File: config.mk
export PLATFORM = sky130hd
export DESIGN_NAME = fp32_stream_min_flat
export DESIGN_NICKNAME = d
export VERILOG_FILES = /design/src/rtl/fp32_stream_min_if.sv /design/src/rtl/fp32_stream_min.sv /design/src/flat_wrapper.sv
export SDC_FILE = /design/constraint.sdc
export NUM_CORES = 1
export LEC_CHECK = 0
export CELL_PAD_IN_SITES_DETAIL_PLACEMENT = 0
export CELL_PAD_IN_SITES_GLOBAL_PLACEMENT = 1
export CORE_MARGIN = 1
export CORE_UTILIZATION = 39
export DETAILED_ROUTE_END_ITERATION = 12
export PLACE_DENSITY = 0.9
export RECOVER_POWER = 25
export SYNTH_ARGS = -nofsm -noshare
export SYNTH_HDL_FRONTEND = slang
export SYNTH_SLANG_ARGS = --single-unit
File: constraint.sdc
create_clock -name clk -period 8.04 [get_ports clk]
set_clock_uncertainty 0.2 [all_clocks]
set_input_delay 1.608 -clock clk [delete_from_list [all_inputs] [get_ports clk]]
set_output_delay 1.608 -clock clk [all_outputs]
set_load 0.1 [all_outputs]
File: src/rtl/fp32_stream_min_if.sv
// Stream bundle for fp32_stream_min: element input channel and result output channel.
interface fp32_stream_min_if #(parameter int IDX_W = 16);
  logic             s_valid;
  logic             s_ready;
  logic [31:0]      s_data;
  logic             s_last;
  logic             m_valid;
  logic             m_ready;
  logic [31:0]      m_min;
  logic [IDX_W-1:0] m_idx;
  logic             m_all_nan;

  modport slave (
    input  s_valid, s_data, s_last, m_ready,
    output s_ready, m_valid, m_min, m_idx, m_all_nan
  );

  modport master (
    output s_valid, s_data, s_last, m_ready,
    input  s_ready, m_valid, m_min, m_idx, m_all_nan
  );
endinterface

File: src/rtl/fp32_stream_min.sv
// Streaming fp32 arg-min reducer: one result beat (min, index, all-NaN) per frame.
// Optional macro FP32_MIN_ARGIDX_EN enables the element index tracking; otherwise m_idx is 0.
//
// state | meaning
// IDLE  | waiting for first element of a frame
// ACCUM | folding further elements into the running minimum
// HOLD  | result presented, waiting for m_ready
module fp32_stream_min #(
  parameter int IDX_W = 16
) (
  input logic             clk,
  input logic             rst_n,
  fp32_stream_min_if.slave bus
);

  typedef enum logic [1:0] {IDLE, ACCUM, HOLD} state_t;

  state_t      state, state_n;
  logic [31:0] acc, acc_n;
  logic        all_nan, all_nan_n;
  logic        armed;
  logic        accept;

`ifdef FP32_MIN_ARGIDX_EN
  logic [IDX_W-1:0] cnt, cnt_n;
  logic [IDX_W-1:0] acc_idx, acc_idx_n;
`endif

  function automatic logic is_nan(input logic [31:0] v);
    return (v[30:23] == 8'hFF) && (v[22:0] != 23'd0);
  endfunction

  // True when x strictly beats a; a NaN accumulator loses to any number.
  function automatic logic less(input logic [31:0] x, input logic [31:0] a);
    if (is_nan(a))      return !is_nan(x);
    if (is_nan(x))      return 1'b0;
    if (x[31] != a[31]) return x[31];
    if (!x[31])         return x < a;
    return x > a;
  endfunction

  // armed keeps s_ready low until the first edge after reset release.
  assign accept        = bus.s_valid && bus.s_ready;
  assign bus.s_ready   = armed && (state != HOLD);
  assign bus.m_valid   = (state == HOLD);
  assign bus.m_min     = acc;
  assign bus.m_all_nan = all_nan;
`ifdef FP32_MIN_ARGIDX_EN
  assign bus.m_idx     = acc_idx;
`else
  assign bus.m_idx     = {IDX_W{1'b0}};
`endif

  always_comb begin
    state_n   = state;
    acc_n     = acc;
    all_nan_n = all_nan;
`ifdef FP32_MIN_ARGIDX_EN
    cnt_n     = cnt;
    acc_idx_n = acc_idx;
`endif
    case (state)
      IDLE: begin
        if (accept) begin
          acc_n     = bus.s_data;
          all_nan_n = is_nan(bus.s_data);
`ifdef FP32_MIN_ARGIDX_EN
          cnt_n     = IDX_W'(1);
          acc_idx_n = '0;
`endif
          state_n   = bus.s_last ? HOLD : ACCUM;
        end
      end
      ACCUM: begin
        if (accept) begin
          if (less(bus.s_data, acc)) begin
            acc_n     = bus.s_data;
`ifdef FP32_MIN_ARGIDX_EN
            acc_idx_n = cnt;
`endif
          end
          all_nan_n = all_nan & is_nan(bus.s_data);
`ifdef FP32_MIN_ARGIDX_EN
          cnt_n     = cnt + IDX_W'(1);
`endif
          if (bus.s_last) state_n = HOLD;
        end
      end
      HOLD: begin
        if (bus.m_ready) state_n = IDLE;
      end
      default: state_n = IDLE;
    endcase
  end

  always_ff @(posedge clk or negedge rst_n) begin
    if (!rst_n) begin
      state   <= IDLE;
      acc     <= '0;
      all_nan <= 1'b0;
      armed   <= 1'b0;
`ifdef FP32_MIN_ARGIDX_EN
      cnt     <= '0;
      acc_idx <= '0;
`endif
    end else begin
      state   <= state_n;
      acc     <= acc_n;
      all_nan <= all_nan_n;
      armed   <= 1'b1;
`ifdef FP32_MIN_ARGIDX_EN
      cnt     <= cnt_n;
      acc_idx <= acc_idx_n;
`endif
    end
  end

endmodule

File: src/flat_wrapper.sv
// flat-port wrapper written by rule: the top's interface ports become plain ports
module fp32_stream_min_flat 
#(
  parameter int IDX_W = 16
)
  (clk, rst_n, bus_s_valid, bus_s_data, bus_s_last, bus_m_ready, bus_s_ready, bus_m_valid, bus_m_min, bus_m_idx, bus_m_all_nan);
  fp32_stream_min_if #(.IDX_W(IDX_W)) bus_i ();
  input logic clk;
  input logic rst_n;
  input wire logic [$bits(bus_i.s_valid)-1:0] bus_s_valid;
  input wire logic [$bits(bus_i.s_data)-1:0] bus_s_data;
  input wire logic [$bits(bus_i.s_last)-1:0] bus_s_last;
  input wire logic [$bits(bus_i.m_ready)-1:0] bus_m_ready;
  output wire logic [$bits(bus_i.s_ready)-1:0] bus_s_ready;
  output wire logic [$bits(bus_i.m_valid)-1:0] bus_m_valid;
  output wire logic [$bits(bus_i.m_min)-1:0] bus_m_min;
  output wire logic [$bits(bus_i.m_idx)-1:0] bus_m_idx;
  output wire logic [$bits(bus_i.m_all_nan)-1:0] bus_m_all_nan;
  assign bus_i.s_valid = bus_s_valid;
  assign bus_i.s_data = bus_s_data;
  assign bus_i.s_last = bus_s_last;
  assign bus_i.m_ready = bus_m_ready;
  assign bus_s_ready = bus_i.s_ready;
  assign bus_m_valid = bus_i.m_valid;
  assign bus_m_min = bus_i.m_min;
  assign bus_m_idx = bus_i.m_idx;
  assign bus_m_all_nan = bus_i.m_all_nan;
  fp32_stream_min #(.IDX_W(IDX_W)) u_core (.clk(clk), .rst_n(rst_n), .bus(bus_i));
endmodule
Word level (Yosys, flattened, before mapping)
Cells that the tools add are included.
{"block": "word_totals", "register_bits": 36, "inputBits": 37, "output_inout_bits": 51, "word_cells": 71}
{"block": "op_classes", "n_lt_le_gt_ge": 2, "n_eq_ne": 11, "n_mux": 41, "n_bitwise": 1, "reduce_logical": 12}
{"operator": "two-way mux 32 bit", "n": 3}
{"operator": "one-hot mux 32 bit (2 select lines)", "n": 1}
{"operator": "nonzero test 23 bit", "n": 2}
{"operator": "> comparator 32 bit", "n": 1}
{"operator": "< comparator 32 bit", "n": 1}
{"operator": "two-way mux 1 bit", "n": 30}
{"operator": "== test 8 bit (second input constant)", "n": 2}
{"operator": "two-way mux 2 bit", "n": 5}
{"operator": "AND reduction 4 bit", "n": 2}
{"operator": "inequality test 2 x 1 -> 1 bit (second input constant)", "n": 3}
{"operator": "inequality test 2 bit (second input constant)", "n": 3}
{"operator": "one-hot mux 2 bit (3 select lines)", "n": 1}
{"operator": "logical AND 1 bit", "n": 4}
{"operator": "AND reduction 3 bit", "n": 1}
{"operator": "== test 2 x 1 -> 1 bit (second input constant)", "n": 1}
{"operator": "== test 2 bit (second input constant)", "n": 1}
{"operator": "zero test 2 bit", "n": 1}
{"operator": "one-hot mux 1 bit (2 select lines)", "n": 1}
{"operator": "nonzero test 2 bit", "n": 1}
{"operator": "AND 1 bit", "n": 1}
{"operator": "zero test 1 bit", "n": 1}
{"operator": "inequality test 1 bit", "n": 1}

Longest topological paths before layout
{"block": "logic_depth", "word_depth": 26, "depth_mapped": 10, "mapped_depth_nobuf": 9}

Worst setup path after synthesis
OpenSTA, ideal clock, no wires.
{"block": "synth_path", "path_kind": "input-to-reg", "startpoint": "input port bus_s_data[14]", "endpoint": "register u_core.acc[0], in the netlist u_core.bus.m_min[0]", "setup_time_ns": 0.086, "arrival_time_ns": 3.760, "required_ns": 7.754, "setup_slack_ns": 3.994, "cell_stages": 9, "path_buffers": 1, "path_cell_list": "ha_1 a21oi_2 nand2_1 a221o_1 o31a_1 or3_1 a211o_4 buf_6 o221ai_2"}
{"block": "synth_between", "elab_chain_len": 15, "elab_cells_between_ends": 21, "cone_classes": "2 x order compare; 1 x eq/ne; 14 x mux; 4 x reduce/logical"}
{"element": "from (decl)", "line_no": "flat_wrapper.sv:11", "rtl": "input wire logic [$bits(bus_i.s_data)-1:0] bus_s_data;"}
{"element": "branches (longest 10 deep; another with < comparator 32 bit)"}
{"element": "two-way mux 1 bit *", "line_no": "fp32_stream_min.sv:36", "rtl": "if (is_nan(x)) return 1'b0;"}
{"element": "two-way mux 1 bit *", "line_no": "fp32_stream_min.sv:75", "rtl": "if (accept) begin"}
{"element": "two-way mux 1 bit *", "line_no": "fp32_stream_min.sv:62", "rtl": "case (state)"}
{"element": "inequality test 2 x 1 -> 1 bit (no source line) *"}
{"element": "AND reduction 4 bit (no source line) *"}
{"element": "to (signal assigned)", "line_no": "fp32_stream_min.sv:108", "rtl": "acc <= acc_n;"}
{"element": "to (decl)", "line_no": "fp32_stream_min.sv:19", "rtl": "logic [31:0] acc, acc_n;"}
Every way passes the cells marked *. The select of a mux whose other input is x is not followed.
A chain may end at the register's enable or synchronous reset.

Final worst setup path
{"block": "layout_path", "startpoint": "input port bus_s_data[31]", "endpoint": "register u_core.acc[9], in the netlist u_core.bus.m_min[9]"}
{"block": "layout_between", "elab_chain_len": 14, "elab_cells_between_ends": 24, "cone_classes": "2 x order compare; 2 x eq/ne; 19 x mux; 1 x reduce/logical"}
{"element": "branches (longest 7 deep; another with < comparator 32 bit)"}
{"element": "two-way mux 1 bit *", "line_no": "fp32_stream_min.sv:38", "rtl": "if (!x[31]) return x < a;"}
{"element": "two-way mux 1 bit *", "line_no": "fp32_stream_min.sv:37", "rtl": "if (x[31] != a[31]) return x[31];"}
{"element": "two-way mux 1 bit *", "line_no": "fp32_stream_min.sv:36"}
{"element": "two-way mux 1 bit *", "line_no": "fp32_stream_min.sv:75"}
{"element": "two-way mux 1 bit *", "line_no": "fp32_stream_min.sv:62"}
{"element": "inequality test 2 x 1 -> 1 bit (no source line) *"}
{"element": "AND reduction 4 bit (no source line) *"}
Marks and branches as above.

==> results.txt <==
status -> finished with violations
failing checks -> max-capacitance violations, max-slew violations
Design Area, Final -> 3850 um^2
Slew HR -> -37.3%
RSZ-0062 raised after global routing -> false
Worst-path clk slew -> 70 ps
DRC Markers -> 0
Clock Sinks -> 36
Row Count -> 31
HPWL Detailed -> 5.91 mm
Final nets -> 461
Yosys top cell area share -> 29.7%
CP Launch Type -> input port
post-synthesis instance area -> 3030 um^2
WL met1 -> 3.62 mm
HP Class -> reg2reg
fin crit share -> 60.6%
GR Overflow Total -> 0
all-layer global routing usage -> 20.6%
crit path DAT -> 4820 ps
FMAX -> 0.205 GHz
Final WS setup -> 3170 ps
RD Place Congestion -> 0.822
crit path from -> bus_s_data[31]
Via density -> 5.59
vias in the first global route -> 2695
area delta synth->final -> 27.0%
Most used DFF post-synth -> dfrtp_1
sequential area share after synthesis -> 29.7%
synthesized area per cell -> 9.35 um^2
CTS buffer count -> 5
final setup vio count -> 0
EDFF count, synth -> 0
Die Wd -> 90.2 um
Starting Density -> 41.1%
FFs w/ async S/R, synth -> 100%
WL/cell -> 16.4 um
dpl cell area -> 3760 um^2
Crit. End Element -> register
Syn Inst Count -> 324
count of cell types in the netlist -> 38
worst-path maximum fanout -> 25
Clock Latency Late Sink -> 300 ps
Pre-Repair DR Iteration Count -> 5
max_cap viols -> 1
Tmin final -> 4870 ps
CTS HTree Levels -> 2
Max clock buf depth -> 2
biggest area consumer among synthesized cells -> dfrtp_1
CTS tree -> yes
pre-CTS setup slack -> 2910 ps
final max-slew violation count -> 37
drt first-iter violations -> 151
layout cell share with drive strength beyond 1 -> 11.2%
die height -> 90.2 um
Final ANT Viol Nets -> 0
CTS resizes -> 0
Synth top cells by count -> inv_1, dfrtp_1, a22oi_1, ha_1, o221ai_2
met3 WL -> 382 um
setup TNS -> 0 ps
Total Routed Length -> 8.07 mm
DR top layer -> met4
number of antenna violations at the first check in global routing -> 0
Antenna Cells -> 0
core area -> 7370 um^2
hold_buf cts -> 0
Tightest Pin Transition -> 2060 ps
Via Count -> 2752
Worst Min Path Start -> u_core.state[1]
first-pass GRT wire length -> 13.4 mm
root buffer cell -> clkbuf_8
I/O Pins -> 88
met2 wire len -> 3.94 mm
reg2reg start -> u_core.bus.m_min[14]
largest cells by area after synthesis -> dfrtp_1, o221ai_2, ha_1
Final Hold Vio Count -> 0
port buffer count -> 71
Worst EP required -> 7990 ps
# Post-CTS Setup Buffers -> 0
Yosys warnings -> 0
largest net degree at the start of global routing -> 37
Crit Path Class -> in2reg
count leader, synth -> inv_1
Die Area -> 8130 um^2
Yosys reg bits -> 36
[through the flow]
stage | hold WS, ps | util (%) | cells
floorplan | 261 | - | 339
global placement | 282 | 51.0 | 484
detailed placement | 302 | 51.0 | 484
CTS | 307 | 52.3 | 492
global route | 324 | 52.2 | 492
finish | 304 | 52.2 | 492
[routing by layer]
metal / global-route usage (%) / vias up
li1: - / 1306
met2: 35.2 / 88
met3: 3.64 / 9
met1: 26.5 / 1349
met4: 6.05 / 0
met5: 0 / -
[path summary, 6_finish.rpt]
| path | depth (start not counted) | to | slack [ps] |
|---|---|---|---|
| max | 9 | u_core.bus.m_min[9] | 3170 |
| min | 1 | u_core.state[0] | 300 |
| max reg2reg | 10 | u_core.bus.m_min[9] | 4520 |
| min reg2reg | 1 | u_core.state[0] | 300 |
| max in group asynchronous | 2 | u_core.bus.m_min[0] | 4220 |
| min in group asynchronous | 2 | u_core.bus.m_min[26] | 2230 |
[layout by cell type (no fill, tap or decap), drive strengths merged, types with 9 or more instances in the layout]
cell type and instances:
conb 17, dfrtp 36, nor4 12, nand4 12, a21oi 11, clkdlybuf4s50 69
inv 67, nand2 12, a22oi 32, ha 32, o221ai 32, clkbuf 9
[worst max-delay path: stages]
cell,delay [ps]
clkdlybuf4s50_1,580
ha_1,410
inv_1,40
a2111oi_0,560
a41oi_1,190
a211o_2,360
a31oi_4,410
buf_4,480
o221ai_1,170
[logic make-up (layout without fill, tap and decap cells)]
group | count (synthesis) | after routing | synth area share [%]
compound gates | 97 | 97 | 31.1
other cells | 2 | 17 | 0.248
buf+inv | 96 | 150 | 15.0
simple gates | 61 | 61 | 10.7
fa+ha+maj | 32 | 32 | 13.2
flops | 36 | 36 | 29.7
[state kept, by name, summed over array words and instances (netlist names)]
register	count
u_core.bus.m_min	32
u_core.bus.m_all_nan	1
u_core.state	2
u_core.armed	1
[cell type report]
type,count,area (um^2)
multi-input cells,207,1740
clock buffers,8,90.1
fillers,684,3520
flip-flops and latches,36,901
repair buffers,75,737
well taps,99,124
inverters,67,251
Power is not shown: default switching activity piles up to over one toggle a cycle in this logic, so the estimate is an artifact.
